**src/rtl/regfile_arb_pkg.sv**
```systemverilog
// Shared types and sizes for the two-requester register-file port arbiter.
package regfile_arb_pkg;

  localparam int DATA_W    = 16;
  localparam int REG_NUM_W = 2;
  localparam int NUM_REQ   = 2;

  typedef enum logic [1:0] {
    ST_IDLE  = 2'd0,
    ST_ISSUE = 2'd1,
    ST_RESP  = 2'd2
  } state_e;

endpackage

```
**src/rtl/regfile_port_arbiter_rr_arbiter2.sv**
```systemverilog
// Two-way round-robin grant: on a tie the requester not granted last wins.
module rr_arbiter2
  import regfile_arb_pkg::*;
(
  input  logic [1:0] i_req,
  input  logic       i_last_grant,
  output logic [1:0] o_grant
);

  // One-hot grant selection from the request pair and last winner
  always_comb begin
    o_grant = 2'b00;
    case (i_req)
      2'b01:   o_grant = 2'b01;
      2'b10:   o_grant = 2'b10;
      2'b11:   o_grant = i_last_grant ? 2'b01 : 2'b10;
      default: o_grant = 2'b00;
    endcase
  end

endmodule

```
**src/rtl/regfile_port_arbiter.sv**
```systemverilog
// Shares one register-file port (1 write, 2 reads) between two requesters with
// a three-phase IDLE -> ISSUE -> RESP transaction per grant.
module regfile_port_arbiter #(
  parameter int DATA_W  = regfile_arb_pkg::DATA_W,
  parameter int NUM_REQ = regfile_arb_pkg::NUM_REQ
) (
  input  logic                                          clk,
  input  logic                                          reset,
  input  logic [NUM_REQ-1:0]                            req_valid,
  output logic [NUM_REQ-1:0]                            req_ready,
  input  logic [NUM_REQ-1:0]                            req_write,
  input  logic [NUM_REQ*regfile_arb_pkg::REG_NUM_W-1:0] req_wr_num,
  input  logic [NUM_REQ*regfile_arb_pkg::REG_NUM_W-1:0] req_rd1_num,
  input  logic [NUM_REQ*regfile_arb_pkg::REG_NUM_W-1:0] req_rd2_num,
  input  logic [NUM_REQ*DATA_W-1:0]                     req_wdata,
  output logic [NUM_REQ-1:0]                            rsp_valid,
  input  logic [NUM_REQ-1:0]                            rsp_ready,
  output logic [DATA_W-1:0]                             rsp_data1,
  output logic [DATA_W-1:0]                             rsp_data2,
  output logic                                          rf_write_enable,
  output logic [regfile_arb_pkg::REG_NUM_W-1:0]         rf_write_reg_num,
  output logic [regfile_arb_pkg::REG_NUM_W-1:0]         rf_read_reg_1_num,
  output logic [regfile_arb_pkg::REG_NUM_W-1:0]         rf_read_reg_2_num,
  output logic [DATA_W-1:0]                             rf_write_data,
  input  logic [DATA_W-1:0]                             rf_read_data_1,
  input  logic [DATA_W-1:0]                             rf_read_data_2,
  output logic                                          busy
);
  import regfile_arb_pkg::*;

  state_e                 r_state;
  logic                   r_last_gnt;
  logic [NUM_REQ-1:0]     r_gnt;
  logic                   r_we;
  logic [REG_NUM_W-1:0]   r_wr_num;
  logic [REG_NUM_W-1:0]   r_rd1_num;
  logic [REG_NUM_W-1:0]   r_rd2_num;
  logic [DATA_W-1:0]      r_wdata;
  logic [DATA_W-1:0]      r_rsp_data1;
  logic [DATA_W-1:0]      r_rsp_data2;
  logic [NUM_REQ-1:0]     r_rsp_valid;
  logic [NUM_REQ-1:0]     w_grant;
  logic                   w_idx;

  rr_arbiter2 u_rr_arbiter2 (
    .i_req        (req_valid),
    .i_last_grant (r_last_gnt),
    .o_grant      (w_grant)
  );

  assign w_idx = w_grant[1];

  // Ready is offered only in IDLE, and only to the current winner
  always_comb begin
    req_ready = {NUM_REQ{1'b0}};
    if (r_state == ST_IDLE) begin
      req_ready = w_grant;
    end else begin
      req_ready = {NUM_REQ{1'b0}};
    end
  end

  // Transaction FSM; rf_* fields stay latched from the accept edge through RESP
  always_ff @(posedge clk) begin
    if (reset) begin
      r_state     <= ST_IDLE;
      r_last_gnt  <= 1'b1;
      r_gnt       <= {NUM_REQ{1'b0}};
      r_we        <= 1'b0;
      r_wr_num    <= {REG_NUM_W{1'b0}};
      r_rd1_num   <= {REG_NUM_W{1'b0}};
      r_rd2_num   <= {REG_NUM_W{1'b0}};
      r_wdata     <= {DATA_W{1'b0}};
      r_rsp_data1 <= {DATA_W{1'b0}};
      r_rsp_data2 <= {DATA_W{1'b0}};
      r_rsp_valid <= {NUM_REQ{1'b0}};
    end else begin
      case (r_state)
        ST_IDLE: begin
          if (|req_valid) begin
            r_gnt      <= w_grant;
            r_last_gnt <= w_idx;
            r_we       <= req_write[w_idx];
            r_wr_num   <= req_wr_num[int'(w_idx)*REG_NUM_W +: REG_NUM_W];
            r_rd1_num  <= req_rd1_num[int'(w_idx)*REG_NUM_W +: REG_NUM_W];
            r_rd2_num  <= req_rd2_num[int'(w_idx)*REG_NUM_W +: REG_NUM_W];
            r_wdata    <= req_wdata[int'(w_idx)*DATA_W +: DATA_W];
            r_state    <= ST_ISSUE;
          end
        end
        ST_ISSUE: begin
          r_we        <= 1'b0;
          r_rsp_data1 <= rf_read_data_1;
          r_rsp_data2 <= rf_read_data_2;
          r_rsp_valid <= r_gnt;
          r_state     <= ST_RESP;
        end
        ST_RESP: begin
          if (|(rsp_ready & r_gnt)) begin
            r_rsp_valid <= {NUM_REQ{1'b0}};
            r_state     <= ST_IDLE;
          end
        end
        default: begin
          r_we        <= 1'b0;
          r_rsp_valid <= {NUM_REQ{1'b0}};
          r_state     <= ST_IDLE;
        end
      endcase
    end
  end

  // Reset masks the strobe at once so a write caught in ISSUE never lands
  assign rf_write_enable   = r_we & ~reset;
  assign rf_write_reg_num  = r_wr_num;
  assign rf_read_reg_1_num = r_rd1_num;
  assign rf_read_reg_2_num = r_rd2_num;
  assign rf_write_data     = r_wdata;
  assign rsp_valid         = r_rsp_valid;
  assign rsp_data1         = r_rsp_data1;
  assign rsp_data2         = r_rsp_data2;
  assign busy              = (r_state != ST_IDLE);

endmodule

```
**config.mk**
```make
export PLATFORM = sky130hd
export DESIGN_NAME = regfile_port_arbiter
export DESIGN_NICKNAME = d
export VERILOG_FILES = /design/src/rtl/regfile_arb_pkg.sv /design/src/rtl/regfile_port_arbiter_rr_arbiter2.sv /design/src/rtl/regfile_port_arbiter.sv
export SDC_FILE = /design/constraint.sdc
export NUM_CORES = 1
export LEC_CHECK = 0
export ABC_AREA = 1
export CORE_MARGIN = 4
export CORE_UTILIZATION = 42
export CTS_CLUSTER_DIAMETER = 60
export DETAILED_ROUTE_END_ITERATION = 7
export PLACE_DENSITY = 0.86
export REMOVE_ABC_BUFFERS = 1
export SLEW_MARGIN = 20
export SYNTH_ARGS = -nofsm -noshare
export SYNTH_HDL_FRONTEND = slang
export SYNTH_SLANG_ARGS = --single-unit
export TNS_END_PERCENT = 30
```
**constraint.sdc**
```tcl
create_clock -name clk -period 1.8 [get_ports clk]
set_clock_uncertainty 0.15 [all_clocks]
set_input_delay 0.36 -clock clk [delete_from_list [all_inputs] [get_ports clk]]
set_output_delay 0.36 -clock clk [all_outputs]
set_load 0.005 [all_outputs]
```
; ---- After elaboration in Yosys (flattened, before gate mapping)
; Index checks and enable logic that the tools add are counted.
[op_classes]
bitwise = 5
reduce_logical = 8
n_lt_le_gt_ge = 1
shift = 4
muxes = 11
eq_ne = 7
[ops]
columns = op, count
row1 = 32-bit by 6-bit variable part select with 16-bit output, 1
row2 = 2-bit one-hot mux with 3 select lines, 3
row3 = 4-bit by 3-bit variable part select with 2-bit output, 3
row4 = 2-bit two-way mux, 4
row5 = 2-bit AND reduction, 4
row6 = "2-bit == test, second input constant", 3
row7 = "2-bit by 1-bit == test with 1-bit output, second input constant", 2
row8 = 2-bit OR reduction, 2
row9 = 1-bit two-way mux, 3
row10 = 1-bit NOT, 3
row11 = 2-bit AND, 1
row12 = 2-bit zero test, 1
row13 = "1-bit by 2-bit less-than comparator with 1-bit output, second input constant", 1
row14 = "2-bit by 1-bit != test with 1-bit output, second input constant", 1
row15 = "2-bit != test, second input constant", 1
row16 = 1-bit one-hot mux with 2 select lines, 1
row17 = 2-bit nonzero test, 1
row18 = 1-bit AND, 1
[word_totals]
register_bits = 62
inputBits = 84
word_cells = 47
output_inout_bits = 60

; ---- Depth between registers and ports, before layout
; Gate-level depths: netlist of run 1.
[logic_depth]
word_depth = 6
mapped_depth = 8
ltp_nobuf = 7

; ---- By module
; Synthesis of run 1 repeated with hierarchy kept, for this count alone.
[hier_totals]
cells_unflattened = 359
area_unflattened_um2 = 2504.9
[modules_own_cells]
columns = module, seq_area_each_um2, area_each_um2, instances, cells_each
row1 = regfile_port_arbiter, 1241.2, 2483.6, 1, 354
row2 = rr_arbiter2, 0.0, 21.3, 1, 5

; ---- Worst setup path after synthesis of run 1
; OpenSTA, ideal clock, no wires.
[synth_path]
kind = input to output
start = input req_valid[1]
end = output req_ready[0]
t_required_ns = 1.290
path_stages = 7
slack_ns = 0.306
n_path_buf = 1
arrival_time_ns = 0.984
path_cell_list = inv_1 > nand2_2 > nand3_4 > clkinv_4 > buf_8 > nand2_2 > inv_1
[synth_between]
elab_chain_cells = 3
word_cells_on_any_way = 5
cone_classes = eq/ne (3) / mux (2)
[synth_lines]
columns = item, line
row1 = "start, declared", regfile_port_arbiter.sv:9  ; input logic [NUM_REQ-1:0] req_valid,
row2 = 2-bit == test or 2-bit by 1-bit == test with 1-bit output (tied branches), regfile_port_arbiter_rr_arbiter2.sv:13  ; case (i_req)
row3 = 2-bit one-hot mux with 3 select lines *, regfile_port_arbiter_rr_arbiter2.sv:13
row4 = 2-bit two-way mux *, regfile_port_arbiter.sv:56  ; if (r_state == ST_IDLE) begin
row5 = "end, declared", regfile_port_arbiter.sv:10  ; output logic [NUM_REQ-1:0] req_ready,
; Mark *: on every way between the ends. The rest lies on a longest branch, timed or not.

; ---- Worst setup path after layout of run 1
[layout_path]
start = register r_wr_num[0], in the netlist rf_write_reg_num[0]
end = output rf_write_reg_num[0] (netlist name)
[layout_lines]
columns = item, line
row1 = "start, declared", regfile_port_arbiter.sv:35  ; logic [REG_NUM_W-1:0] r_wr_num;
row2 = "start signal, assigned", regfile_port_arbiter.sv:70  ; r_wr_num <= {REG_NUM_W{1'b0}};
row3 = "start signal, assigned", regfile_port_arbiter.sv:84  ; r_wr_num <= req_wr_num[int'(w_idx)*REG_NUM_W +: REG_NUM_W];
row4 = "end, declared", regfile_port_arbiter.sv:21  ; output logic [regfile_arb_pkg::REG_NUM_W-1:0] rf_write_reg_num,
; No word-level cell between the ends.

==> summary.md, run 1 <==
Across the run, the number of max-cap violations was 0. Destination of the worst register-to-register timing path: rf_read_reg_2_num[0]. IR analysis of the VDD net gives a maximum drop of 0.000480 V. The number of optimization iterations in the first detailed-route pass was 4; the cell count along the critical path was 1.

During placement, the flow inserted port buffers numbering 143. The combined global-route utilization of all metal layers is 0.212, and the ratio of final minimum period to clock period is 0.951. The worst setup path is of the reg2out kind. The flow ran to the end, and the final reports show no timing, DRC or antenna violations.

The area of the multi-input gates came out at 1050 sq um. Most used standard cell by instance count after synthesis: sky130_fd_sc_hd__nand2_1. Fraction of the yosys area taken by sequential cells: 0.472. Global routing finished with a remaining overflow of 0. Traced cell by cell, the critical path runs through clkdlybuf4s50_1. The run gives 5990 sq um as the standard cell core area. The finished cells cover 4360 sq um.

For this design the ratio of total power to cell area is 923 nW/um^2. From left edge to right edge, the die measures 87.1 um. For this design, the sink count on the clock tree is 62. After the first detailed-routing iteration, the DRC count stood at 78. The path class of the tightest hold or removal check is reg2reg. CTS placed an instance of sky130_fd_sc_hd__clkbuf_8 at the clock tree root. Setup repair after global routing left no endpoint under its margin.

The most critical setup path has its endpoint at rf_write_reg_num[0]. The shortest period the worst path allows was 1.71 ns. The number of clock buffers added by TritonCTS is 9. The mapped netlist covers 2630 sq um. The top flip-flop cell by instance count after synthesis is sky130_fd_sc_hd__dfxtp_1.

The register area was 1240 sq um; the net count reported at finish was 609. The utilization of the core after routing was 0.727; the count of buffering cells on the critical path with inverters included was 1. Cell at the slowest stage of the critical path: sky130_fd_sc_hd__clkdlybuf4s50_1.

The final max-slew violation count is 0. The final setup violation count is 0. The worst register-to-register path begins at r_last_gnt. Summing all placed instances gives a cell area of 4120 sq um. In the final routed layout, each cell accounts on average for 13.0 um. The antenna diode count came out at 0. Counting flops with a built-in enable in the synthesized netlist gives 0. Relative to the synthesized area, the layout overhead comes to 65.7%. Across all register-to-register paths, the minimum setup slack is 0.24 ns. Clock transition time at the flip-flop clock pins of the worst setup and hold paths: 0.07 ns. The tools report the overall power consumption as 4.02 mW.

The number of vias per cell after detailed routing is 4.72. The share of the synthesized area in the top cell type is 0.472. The placed wire-length estimate was 5900 um; the remaining routing DRC violations was 0.

The largest single stage delay on the critical path is 0.53 ns. The via count of the first global-routing pass is 2736. In the synthesized netlist, the number of instances is 378. Fill cells in the final layout number 497.

The area of the die was 7590 sq um. For the pin with the worst max-slew slack, the measured transition is 0.562 ns. The worst slew slack as a fraction of its limit is 0.625, and the largest net degree at the start of global routing is 35. The longest clock path from root to sink contains 2 buffers.

The synthesized design contains 62 register bits. The run gives 3 as the CTS H-tree depth. Along the worst path, the maximum fanout reaches 2. The tools report the worst hold slack after final layout as 0.314 ns.

The run gives 1.20 ns as the arrival time at the worst endpoint. For the initial cell density of the core, the log shows 0.439. The critical path required time came out at 1.29 ns.

In this run the worst setup path begins at rf_write_reg_num[0]. The aggregate negative setup slack is 0 ns. During synthesis, Yosys emitted a total of 0 warnings.

The die height was 87.1 um. The worst setup path is captured at a primary output. The share of layout cells above drive strength 1 came out at 0.0888. After synthesis, the cell types taking the most area are sky130_fd_sc_hd__dfxtp_1 47%, sky130_fd_sc_hd__nand2_1 12%, sky130_fd_sc_hd__nor2_1 9.6%.

The tools report the achievable clock frequency as 584 MHz. After floorplanning, the core was divided into 28 placement rows. Summed over all instances, the cell type with the most area after synthesis is sky130_fd_sc_hd__dfxtp_1.

The worst setup path is launched from a flop. The number of cells on the worst reg-to-reg path is 7. Remaining antenna violation count after routing: 0.

The mean area per synthesized cell was 6.95 sq um. The number of different library cells used by synthesis comes to 21. The fraction of synthesis flops using an asynchronous set or reset pin works out to 0.

The initial antenna violation count is 0, and the via count is 2853. The kind of cell with the highest combined delay along the critical path is buffers and inverters. For this design the static power due to leakage is 1.96 nW. The final number of hold-violating endpoints is 0, and the later-pin clock latency in the skew report is 0.33 ns.

TritonCTS built the clock tree. The commonest cells after synthesis are 81 x sky130_fd_sc_hd__nand2_1, 67 x sky130_fd_sc_hd__nor2_1, 62 x sky130_fd_sc_hd__dfxtp_1. For this block, the routed nets add up to 7870 um of wire. The first global-routing pass estimated 12500 um of wire. 144 I/O pins were placed. For the final RePlAce weighted congestion, the log shows 0.800.
-- routing by layer --
layer / GRT usage / share of wire / vias to the layer above
li1: - / - / 1454
met5: 0 / 0 / -
met4: 0.0879 / 0.0080 / 0
met2: 0.353 / 0.47 / 135
met1: 0.234 / 0.38 / 1260
met3: 0.0974 / 0.14 / 4
-- sequential cells by signal, indices dropped and copies added (netlist names), 2 cells and up --
name and count:
rsp_data2 16, rsp_data1 16, r_state 2, rf_write_data 16, rf_write_reg_num 2, rsp_valid 2
r_gnt 2, rf_read_reg_1_num 2, rf_read_reg_2_num 2
-- metrics by stage --
step / setup WS, ns / std cells
after floorplan: 0.203 / 358
after global placement: -0.507 / 586
after detailed placement: -0.522 / 586
after CTS: 0.00193 / 602
after global routing: 0.00579 / 604
final: 0.0889 / 604
-- cells by family after synthesis --
logic type	count (synthesis)	share of synthesized area
DFF	62	0.472
AOI/OAI and AO/OA	62	0.125
and+or+nand+nor	177	0.273
buffers and inverters	77	0.130
-- cells in the final DEF (no fill, tap or decap), drive strengths merged, types with 2 or more instances in the layout --
cell,synthesis,layout
a21oi,29,29
buf,13,14
bufinv,0,2
clkbuf,7,12
clkdlybuf4s50,0,137
clkinv,1,3
dfxtp,62,62
dlygate4sd2,0,4
inv,56,56
nand2,83,83
nand3,26,26
nor2,67,67
o21ai,32,32
-- report_power, final --
group          switching [mW]  internal, mW
combinational           0.456         0.587
sequential             0.0833          1.54
clock                   0.517         0.843
-- worst min path at each step --
stage          slack (ns)  cells past startpoint          from      endpoint
2_1_floorplan        0.27                      1         reset      r_gnt[0]
3_3_place_gp         0.30                      2  rsp_valid[0]  rsp_valid[0]
3_5_place_dp         0.31                      2  rsp_valid[1]  rsp_valid[1]
4_1_cts              0.32                      2  rsp_valid[1]  rsp_valid[1]
5_1_grt              0.33                      2  rsp_valid[1]  rsp_valid[1]
6_report             0.31                      2  rsp_valid[1]  rsp_valid[1]
-- layout make-up --
type                            count  area share
Timing Repair Buffer              156       0.350
Sequential cell                    62       0.286
Multi-Input combinational cell    239       0.241
Inverter                           57      0.0503
Clock buffer                       11      0.0348
Tap cell                           75      0.0215
Clock inverter                      4      0.0161
-- repair_timing --
item                       CTS  global route
hold buffers                 0             0
setup buffers                1             2
pin swaps                    2             0
setup endpoints to repair   15             2
resized for setup           14             3
-- worst min-delay path: cells and delay by family (launching register included) --
kind	cells	cell delay, ns
flip-flops	1	0.31
AND/OR/NAND/NOR	1	0.06
AO/OA/AOI/OAI	1	0.05
No activity file was read; power rests on OpenSTA's default activity.
==> run 2: changes to the inputs <==
--- a/config.mk
+++ b/config.mk
@@ -6,6 +6,7 @@
 export NUM_CORES = 1
 export LEC_CHECK = 0
 export ABC_AREA = 1
+export ABC_CLOCK_PERIOD_IN_PS = 1800
 export CORE_MARGIN = 4
 export CORE_UTILIZATION = 42
 export CTS_CLUSTER_DIAMETER = 60
==> results of run 2 <==
Final layout, timing and power as in run 1 (identical DEF).
